## src/rtl/mpadd_pkg.sv

```systemverilog
// Shared definitions for the multi-precision add/subtract sequencer.
// Holds the default limb width and the sequencer state encoding.
package mpadd_pkg;

    localparam int W_DEF = 16;

    typedef enum logic {
        FIRST = 1'b0,
        BODY  = 1'b1
    } mpadd_state_t;

endpackage : mpadd_pkg

```

## src/rtl/mpadd_seq.sv

```systemverilog
// Multi-precision add/subtract sequencer: feeds one limb per beat (LS first) to an
// external combinational adder, chains the carry, and registers each result limb.
module mpadd_seq
    import mpadd_pkg::*;
#(
    parameter int W     = W_DEF,
    parameter int LIMBS = 4
) (
    input  logic         clk,
    input  logic         reset,
    input  logic         in_valid,
    output logic         in_ready,
    input  logic [W-1:0] in_a,
    input  logic [W-1:0] in_b,
    input  logic         in_sub,
    output logic [W-1:0] add_a,
    output logic [W-1:0] add_b,
    output logic         add_cin,
    input  logic [W-1:0] add_s,
    input  logic         add_cout,
    output logic         out_valid,
    input  logic         out_ready,
    output logic [W-1:0] out_s,
    output logic         out_last,
    output logic         out_cout,
    output logic         out_ovf
);

    localparam int            IW       = $clog2(LIMBS) + 1;
    localparam logic [IW-1:0] LAST_IDX = IW'(LIMBS - 1);

    mpadd_state_t  r_state;
    mpadd_state_t  w_state_next;
    logic [IW-1:0] r_idx;
    logic [IW-1:0] w_idx_next;
    logic          r_carry;
    logic          r_sub;
    logic [W-1:0]  r_out_s;
    logic          r_out_valid;
    logic          r_out_last;
    logic          r_out_cout;
    logic          r_out_ovf;

    logic w_accept;
    logic w_first;
    logic w_sub_eff;
    logic w_is_last;
    logic w_ovf;

    // Single output stage: a new limb may enter whenever the held one leaves.
    assign in_ready  = !r_out_valid || out_ready;
    assign w_accept  = in_valid && in_ready;
    assign w_first   = (r_state == FIRST);
    assign w_sub_eff = w_first ? in_sub : r_sub;
    assign w_is_last = (r_idx == LAST_IDX);

    assign add_a   = in_a;
    assign add_b   = w_sub_eff ? ~in_b : in_b;
    assign add_cin = w_first ? in_sub : r_carry;

    // MSB-column xor recovers the carry into the sign bit; xor with cout gives overflow.
    assign w_ovf = add_cout ^ (in_a[W-1] ^ add_b[W-1] ^ add_s[W-1]);

    assign out_valid = r_out_valid;
    assign out_s     = r_out_s;
    assign out_last  = r_out_last;
    assign out_cout  = r_out_cout;
    assign out_ovf   = r_out_ovf;

    always_comb begin
        w_state_next = r_state;
        w_idx_next   = r_idx;
        if (w_accept) begin
            if (w_is_last) begin
                w_state_next = FIRST;
                w_idx_next   = '0;
            end else begin
                w_state_next = BODY;
                w_idx_next   = r_idx + IW'(1);
            end
        end
    end

    always_ff @(posedge clk or posedge reset) begin
        if (reset) begin
            r_state <= FIRST;
            r_idx   <= '0;
            r_carry <= 1'b0;
            r_sub   <= 1'b0;
        end else begin
            r_state <= w_state_next;
            r_idx   <= w_idx_next;
            if (w_accept) begin
                r_carry <= add_cout;
                if (w_first) begin
                    r_sub <= in_sub;
                end
            end
        end
    end

    always_ff @(posedge clk or posedge reset) begin
        if (reset) begin
            r_out_valid <= 1'b0;
            r_out_s     <= '0;
            r_out_last  <= 1'b0;
            r_out_cout  <= 1'b0;
            r_out_ovf   <= 1'b0;
        end else if (w_accept) begin
            r_out_valid <= 1'b1;
            r_out_s     <= add_s;
            r_out_last  <= w_is_last;
            if (w_is_last) begin
                r_out_cout <= add_cout;
                r_out_ovf  <= w_ovf;
            end
        end else if (out_ready) begin
            r_out_valid <= 1'b0;
        end
    end

endmodule : mpadd_seq

```

## config.mk

```make
export PLATFORM = sky130hd
export DESIGN_NAME = mpadd_seq
export DESIGN_NICKNAME = d
export VERILOG_FILES = /design/src/rtl/mpadd_pkg.sv /design/src/rtl/mpadd_seq.sv
export SDC_FILE = /design/constraint.sdc
export NUM_CORES = 1
export LEC_CHECK = 0
export BUFFER_PORTS_ARGS = -buffer_cell sky130_fd_sc_hd__buf_2
export CAP_MARGIN = 20
export CORE_ASPECT_RATIO = 0.9
export CORE_UTILIZATION = 41
export CTS_CLUSTER_DIAMETER = 60
export DETAILED_ROUTE_END_ITERATION = 12
export PLACE_DENSITY_LB_ADDON = 0.15
export SLEW_MARGIN = 0
export SYNTH_ARGS = -nofsm -noshare
export SYNTH_HDL_FRONTEND = slang
export SYNTH_SLANG_ARGS = --single-unit
```

## constraint.sdc

```tcl
create_clock -name clk -period 3.7 [get_ports clk]
set_clock_uncertainty 0.1 [all_clocks]
set_input_delay 0.555 -clock clk [delete_from_list [all_inputs] [get_ports clk]]
set_output_delay 0.555 -clock clk [all_outputs]
set_load 0.005 [all_outputs]
```

==> impl_metrics.csv, run 1 <==
group,metric,value,unit
status,outcome,"finished, final reports clean",
cts,cts-root-buf,"clkbuf_4",
finish,fin_nets,222,
yosys,ys_async_sr_fraction,100,%
setup_path,cp_slowest_cell,"mux2i_4",
cts,clock_latency,0.31,ns
cts,clock_path_buffers,2,
global_route,grt_use_total,14.5,%
detailed_routing,drc,0,
power,leakagePower,0.824,nW
finish,diodes,0,
yosys,synth.most_common_cell,"dfrtp_1",
setup_path,endpoint_kind,"output port",
cts,cts.sinks,26,
die,initial_core_util,43.4,%
cts,cts-hold-fix-buffers,0,
power,peakVddDrop,0.281,mV
setup_path,worstSetupPathType,"flip-flop to output port",
yosys,syn_area_per_cell,12.8,sq um
cts,cts_setup_buffers,0,
cts,htreeDepth,1,
cts,clkSlewWorstSetupHoldPaths,0.14,ns
worst_hold_path,hold_class,"input port to async pin",
detailed_routing,drt-initial-drc-count,13,
timing,setup_viol,0,
yosys,synth_ff_type,"dfrtp_1",
yosys,syn_area,1330,sq um
placed_design,dp.cells,203,
detailed_routing,via_per_inst,4.54,
setup_path,crit_fanout,18,
detailed_routing,routed_wl,2450,um
timing,worst_pin_slew,0.964,ns
setup_path,worst_ep_required_time,3.04,ns
yosys,synth_nets,159,
timing,slew_violations,0,
die,die_x,62.0,um
detailed_routing,firstDrtPassIters,4,
finish,final_cells,208,
die,num_rows,19,
yosys,synth_area_leader_cell,"dfrtp_1",
yosys,netlist.area_leader.share,48.9,%
yosys,synth_cells,104,
yosys,synth_cell_types,20,
timing,hold_violations,0,
cts,cts_tree,"yes",
detailed_routing,wl_per_cell,11.8,um
setup_path,crit_chain,"mux2i_4 > xnor2_1 > buf_2",
power,power.total,0.00101,W
global_route,antenna_found_initial,0,
die,dieHeight,56.0,um
die,die_area,3480,sq um
timing,relSlewSlack,35.7,%
setup_path,critPathLaunchType,"flip-flop",
detailed_routing,postRouteAntennaNets,0,
global_route,grt_max_degree,27,
timing,fin_crit_sh,65.8,%
finish,final_util,55.2,%
cts,ctsResizeCount,0,
yosys,ys_top_cells_by_count,"dfrtp_1, mux2_2, xnor2_1, buf_4",
finish,drive_gt1_share,62.7,%
yosys,synthTopCellsByArea,"dfrtp_1, mux2_2, xnor2_1",
detailed_routing,num_vias,944,
placed_design,portBuffers,77,
setup_path,cpPeakStageDelay,0.68,ns
yosys,synth_edf_count,0,
power,power.density,595,nW/um^2
finish,syn2layout_area_growth,27.3,%
job,maxCapViolCount,0,
yosys,ys_seq_elements,26,
cts,cts_made_buffers,3,
timing,tns,0,ns
timing,fmax,0.411,GHz
global_route,grt_pass1_vias,889,
global_route,grt_overflow,0,
placed_design,globalplace.congestion,0.649,
placed_design,dpl.hpwl,1960,um
yosys,yosysSeqAreaShare,48.9,%
yosys,ys_warn_count,0,
timing,min_period,2.43,ns
setup_path,cp.arrival,1.78,ns
die,num_io_pins,108,
global_route,grt_pass1_wl,3770,um
timing,rsz0062_at_grt,"no",
die,core,3070,sq um
==> layout make-up <==
type,instances,area (sq um)
Timing Repair Buffer,78,413
Tap cell,42,52.6
Fill cell,286,1370
Clock buffer,4,36.3
Multi-Input combinational cell,55,529
Inverter,3,11.3
Sequential cell,26,651
==> per-stage QoR <==
step / hold WS, ns / area (sq um) / setup WS (ns)
6_report: 0.170 / 1690 / 1.27
3_5_place_dp: 0.391 / 1630 / 1.36
2_1_floorplan: 0.375 / 1330 / 1.72
4_1_cts: 0.352 / 1670 / 1.22
3_3_place_gp: 0.385 / 1630 / 1.44
5_1_grt: 0.175 / 1690 / 1.08
==> path summary, 6_finish.rpt <==
kind,slack [ns],cells past startpoint,from,endpoint
hold reg to reg,0.42,1,r_carry,r_carry
max in group asynchronous,3.18,3,reset,r_idx[1]
hold / removal,0.17,3,reset,r_state
min in group clk,0.36,2,add_s[7],out_s[7]
setup reg to reg,1.56,3,r_state,out_ovf
setup / recovery,1.27,3,r_state,add_b[6]
==> cells by family (layout without fill, tap and decap cells) <==
| kind of cell | count (synthesis) | count (layout) | synth area share, % |
|---|---|---|---|
| buffers and inverters | 23 | 85 | 11.3 |
| DFF | 26 | 26 | 48.9 |
| xor gates and xnor gates | 19 | 19 | 13.5 |
| AOI/OAI and AO/OA | 6 | 6 | 2.63 |
| and+or+nand+nor | 7 | 7 | 3.20 |
| adders and majority gates | 1 | 1 | 0.941 |
| muxes | 22 | 22 | 19.5 |
==> layer usage <==
layer	global-route usage [%]	vias up	routed length [um]
li1	-	450	-
met1	14.7	437	928
met4	6.98	0	54
met2	26.9	45	1280
met3	2.33	12	180
met5	0	-	0
==> where the power goes <==
group	leakage (nW)	switching, W	internal (W)	total, W
registers	0.305	0.0000394	0.000346	0.000386
logic	0.498	0.000202	0.000281	0.000483
clock network	0.0210	0.0000783	0.0000600	0.000138
total	0.824	0.000319	0.000687	0.00101
==> placed cells by master, fill, tap and decap left out, drive strengths merged, types with 2 or more instances in the layout <==
master	count
inv	3
dfrtp	26
mux2	21
clkbuf	4
o21ai	2
xnor2	18
a21oi	2
buf	78
nand2b	2
==> registers in the layout (all words and copies together), names as in the netlist <==
name,flops
r_idx,3
r_carry,1
r_state,1
out_s,16
out_cout,1
r_sub,1
out_ovf,1
out_valid,1
out_last,1
==> worst max-delay path: cells and delay by family (launching register included) <==
family / cells / cell delay [ns]
multiplexers: 1 / 0.68
flip-flops: 1 / 0.46
XOR/XNOR: 1 / 0.19
buffers and inverters: 1 / 0.14
No activity file was read; power rests on OpenSTA's default activity.
==> run 2, diff against run 1 <==
Settings changed: CORE_UTILIZATION 41 to 39.
Clock period 3.7 ns to 2.5 ns, I/O delays scaled along.
==> run 2 against run 1 <==
Worst hold slack worse by 0.14 ns. First-iteration DRC count down 54%. Cell count rose by 0.96%. Via count up 2.3%. Critical endpoint is now add_b[5]. Largest cell class unchanged. Highest routed layer unchanged.
==> impl_metrics.csv, run 2 (synthesis results as in run 1) <==
group,metric,value,unit
cts,cts_setup_buffers,0,
setup_path,cp.arrival,1.54,ns
setup_path,crit_fanout,17,
detailed_routing,firstDrtPassIters,3,
finish,syn2layout_area_growth,28.9,%
cts,cts-hold-fix-buffers,0,
timing,worst_pin_slew,0.502,ns
placed_design,globalplace.congestion,0.668,
placed_design,portBuffers,77,
timing,relSlewSlack,66.5,%
timing,worst_slack,0.489,ns
detailed_routing,num_vias,966,
detailed_routing,drc,0,
cts,clock_path_buffers,2,
die,core,3140,sq um
detailed_routing,drt-initial-drc-count,6,
power,leakagePower,0.837,nW
cts,cts_made_buffers,3,
finish,finalInstanceArea,1710,sq um
finish,drive_gt1_share,63.1,%
die,initial_core_util,42.4,%
placed_design,dpl.hpwl,2010,um
global_route,antenna_found_initial,0,
setup_path,worstSetupPathType,"flip-flop to output port",
timing,setup_viol,0,
global_route,grt_max_degree,27,
timing,tns,0,ns
cts,cts-root-buf,"clkbuf_8",
finish,final_cell_mix,"buf_2, dfrtp_1, mux2_2",
timing,slew_violations,0,
timing,hold_violations,0,
finish,fin_nets,224,
finish,final_util,54.6,%
setup_path,endpoint_kind,"output port",
global_route,grt_overflow,0,
detailed_routing,postRouteAntennaNets,0,
die,die_area,3650,sq um
cts,cts.sinks,26,
status,outcome,"finished, final reports clean",
setup_path,critPathLaunchType,"flip-flop",
finish,final_common_cell,"buf_2",
detailed_routing,via_per_inst,4.60,
timing,min_period,2.01,ns
cts,htreeDepth,1,
setup_path,worst_ep_required_time,2.03,ns
power,power.total,0.00156,W
placed_design,pre_cts_ws,0.764,ns
power,power.density,910,nW/um^2
cts,ctsResizeCount,0,
die,num_io_pins,108,
die,num_rows,19,
detailed_routing,routed_wl,2570,um
cts,clkSlewWorstSetupHoldPaths,0.08,ns
global_route,grt_pass1_wl,4170,um
timing,fin_crit_sh,80.4,%
global_route,grt_use_total,14.6,%
die,dieHeight,57.4,um
placed_design,placed_area,1640,sq um
finish,largest_register_ffs,16,
job,maxCapViolCount,0,
power,peakVddDrop,0.350,mV
global_route,grt_pass1_vias,892,
finish,diodes,0,
cts,clock_latency,0.26,ns
timing,fmax,0.497,GHz
die,die_x,63.6,um
cts,cts_tree,"yes",
detailed_routing,wl_per_cell,12.3,um
worst_hold_path,hold_class,"input port to async pin",
timing,rsz0062_at_grt,"no",
## run 2: cell types whose count changed in the layout (fill, tap and decap cells not counted), sizes merged
cell / previous run / this run
buf: 78 / 80
## run 2: through the flow
step | hold WS, ns | std cells
2_1_floorplan | 0.315 | 104
3_3_place_gp | 0.383 | 205
3_5_place_dp | 0.390 | 205
4_1_cts | 0.234 | 209
5_1_grt | 0.0486 | 210
6_report | 0.0285 | 210
## run 2: path summary, 6_finish.rpt
| kind | startpoint | to | slack (ns) | cells past startpoint |
|---|---|---|---|---|
| worst max-delay path | r_state | add_b[5] | 0.49 | 4 |
| worst min-delay path | reset | out_ovf | 0.03 | 2 |
| worst max register to register | out_valid | out_s[9] | 0.90 | 4 |
| worst min register to register | out_s[13] | out_s[13] | 0.40 | 1 |
| max in group asynchronous | reset | r_idx[0] | 1.81 | 3 |
| min in group clk | add_s[14] | out_s[14] | 0.24 | 2 |
## run 2: power breakdown
group	total (W)	internal (W)	switching, W
Clock	0.000260	0.000140	0.000119
Sequential	0.000572	0.000513	0.0000583
Combinational	0.000729	0.000429	0.000300
## run 2: cell type report
class,count,area [sq um]
Clock buffer,4,55.1
Fill cell,285,1420
Inverter,3,11.3
Multi-Input combinational cell,55,529
Sequential cell,26,651
Tap cell,42,52.6
Timing Repair Buffer,80,415
## run 2: critical path, stage by stage (launching register included)
cell and delay, ns:
dfrtp_1 0.44, mux2i_4 0.26, buf_4 0.29, xnor2_1 0.16, buf_2 0.13
## run 2: metal layers
metal,GRT usage (%),wire (um)
met5,0,0
met1,17.1,1010
met4,10.4,101
met2,23.9,1230
met3,3.20,226
==> run 3, diff against run 2 <==
Settings changed: CORE_UTILIZATION 39 to 35.
Clock period 2.5 ns to 1.6 ns, I/O delays scaled along.
==> run 3 against run 2 <==
The flow now finishes with violations (setup timing). Worst setup slack got worse by 0.64 ns. Flip-flop and latch count unchanged. Critical path type unchanged. Die area increased by 11%. First-iteration DRC count increased by 67%. Core utilization decreased by 1.9 points. Register-to-register slack got worse by 0.77 ns. Highest routed layer unchanged. Worst hold slack improved by 0.075 ns. Sequential share of layout area decreased by 2.7 points. Cell count increased by 4.3%.
==> impl_metrics.csv, run 3 (synthesis results as in run 1) <==
group,metric,value,unit
die,die_area,4050,sq um
finish,diodes,0,
worst_hold_path,hold_class,"input port to flip-flop",
detailed_routing,firstDrtPassIters,4,
status,outcome,"finished with violations",
timing,worst_slack,-0.152,ns
setup_path,critPathLaunchType,"flip-flop",
status,failed_checks,"setup timing",
die,num_rows,20,
cts,clkSlewWorstSetupHoldPaths,0.08,ns
finish,syn2layout_area_growth,38.9,%
timing,relSlewSlack,75.7,%
placed_design,pre_cts_ws,0.0562,ns
timing,rsz0062_at_grt,"yes",
detailed_routing,num_vias,982,
finish,final_common_cell,"buf_2",
cts,htreeDepth,1,
finish,fin_nets,231,
finish,fill_cells,312,
cts,clock_path_buffers,2,
placed_design,dp.cells,211,
finish,drive_gt1_share,69.1,%
finish,final_cell_mix,"buf_2, dfrtp_1, mux2_2",
die,initial_core_util,38.0,%
setup_path,r2r_cells,4,
placed_design,dpl.hpwl,2100,um
placed_design,portBuffers,77,
finish,final_cells,219,
setup_path,crit_fanout,5,
detailed_routing,drc,0,
timing,slew_violations,0,
power,peakVddDrop,0.637,mV
timing,min_period,1.75,ns
global_route,antenna_found_initial,0,
global_route,grt_use_total,13.3,%
timing,worst_pin_slew,0.363,ns
detailed_routing,postRouteAntennaNets,0,
global_route,grt_max_degree,18,
setup_path,cp.arrival,1.41,ns
setup_path,endpoint_kind,"output port",
timing,hold_violations,0,
setup_path,worstSetupPathType,"flip-flop to output port",
detailed_routing,wl_per_cell,12.3,um
cts,cts.sinks,26,
die,dieHeight,60.5,um
power,leakagePower,0.907,nW
cts,cts-root-buf,"clkbuf_8",
power,power.density,1450,nW/um^2
finish,largest_register_ffs,16,
die,num_io_pins,108,
timing,fmax,0.571,GHz
global_route,grt_pass1_vias,908,
finish,final_util,52.8,%
timing,setup_viol,17,
global_route,grt_overflow,0,
cts,cts_made_buffers,3,
die,die_x,67.0,um
global_route,grt_pass1_wl,3970,um
detailed_routing,routed_wl,2700,um
detailed_routing,drt-initial-drc-count,10,
timing,tns,-2.21,ns
worst_hold_path,hold_depth,2,
job,maxCapViolCount,0,
detailed_routing,via_per_inst,4.48,
cts,clock_latency,0.26,ns
cts,cts_tree,"yes",
timing,fin_crit_sh,110,%
placed_design,globalplace.congestion,0.659,
setup_path,worst_ep_required_time,1.26,ns
die,core,3500,sq um
timing,hold_ws,0.103,ns
run 3: layout make-up:
cell class	instances	area (sq um)	area share [%]
well taps	44	55.1	2.98
repair buffers	87	493	26.7
inverters	3	11.3	0.609
flip-flops and latches	26	652	35.3
clock buffers	4	55.1	2.98
multi-input cells	55	582	31.5
run 3: routing by layer:
layer	routed length [um]	GRT usage (%)	share of wire, %	vias to the layer above
met4	11	3.65	0.41	0
met3	230	4.51	8.5	4
met1	1000	14.1	37	468
li1	-	-	-	466
met5	0	0	0	-
met2	1450	25.1	54	44
run 3: timing repair:
item	in CTS	in global routing
endpoints found under the hold margin	9	0
gates resized for setup	1	14
endpoints found under the setup margin	16	19
cloned	0	1
hold buffers	1	0
pin swaps	0	1
setup buffers	1	1
run 3: worst paths after layout:
path | start | end | slack (ns)
worst max-delay path | r_state | add_b[2] | -0.15
worst min-delay path | add_s[7] | out_s[7] | 0.10
worst max register to register | out_valid | out_s[2] | 0.13
worst min register to register | out_s[0] | out_s[0] | 0.41
max in group asynchronous | reset | r_state | 0.45
min in group asynchronous | reset | out_s[10] | 0.38
run 3: through the flow:
stage / power [W] / cell area [sq um]
2_1_floorplan: 0.00160 / 1340
6_report: 0.00267 / 1850
3_5_place_dp: 0.00209 / 1690
4_1_cts: 0.00254 / 1770
3_3_place_gp: 0.00205 / 1690
5_1_grt: 0.00287 / 1850
run 3: worst max-delay path: stages, from the launching register on:
cell	delay, ns
dfrtp_2	0.40
mux2i_4	0.30
buf_4	0.20
xnor2_1	0.12
buf_2	0.13
run 3: power breakdown:
| part | leakage (nW) | internal [W] | switching [W] |
|---|---|---|---|
| logic | 0.574 | 0.000821 | 0.000556 |
| registers | 0.305 | 0.000804 | 0.0000862 |
| clock network | 0.0288 | 0.000219 | 0.000188 |
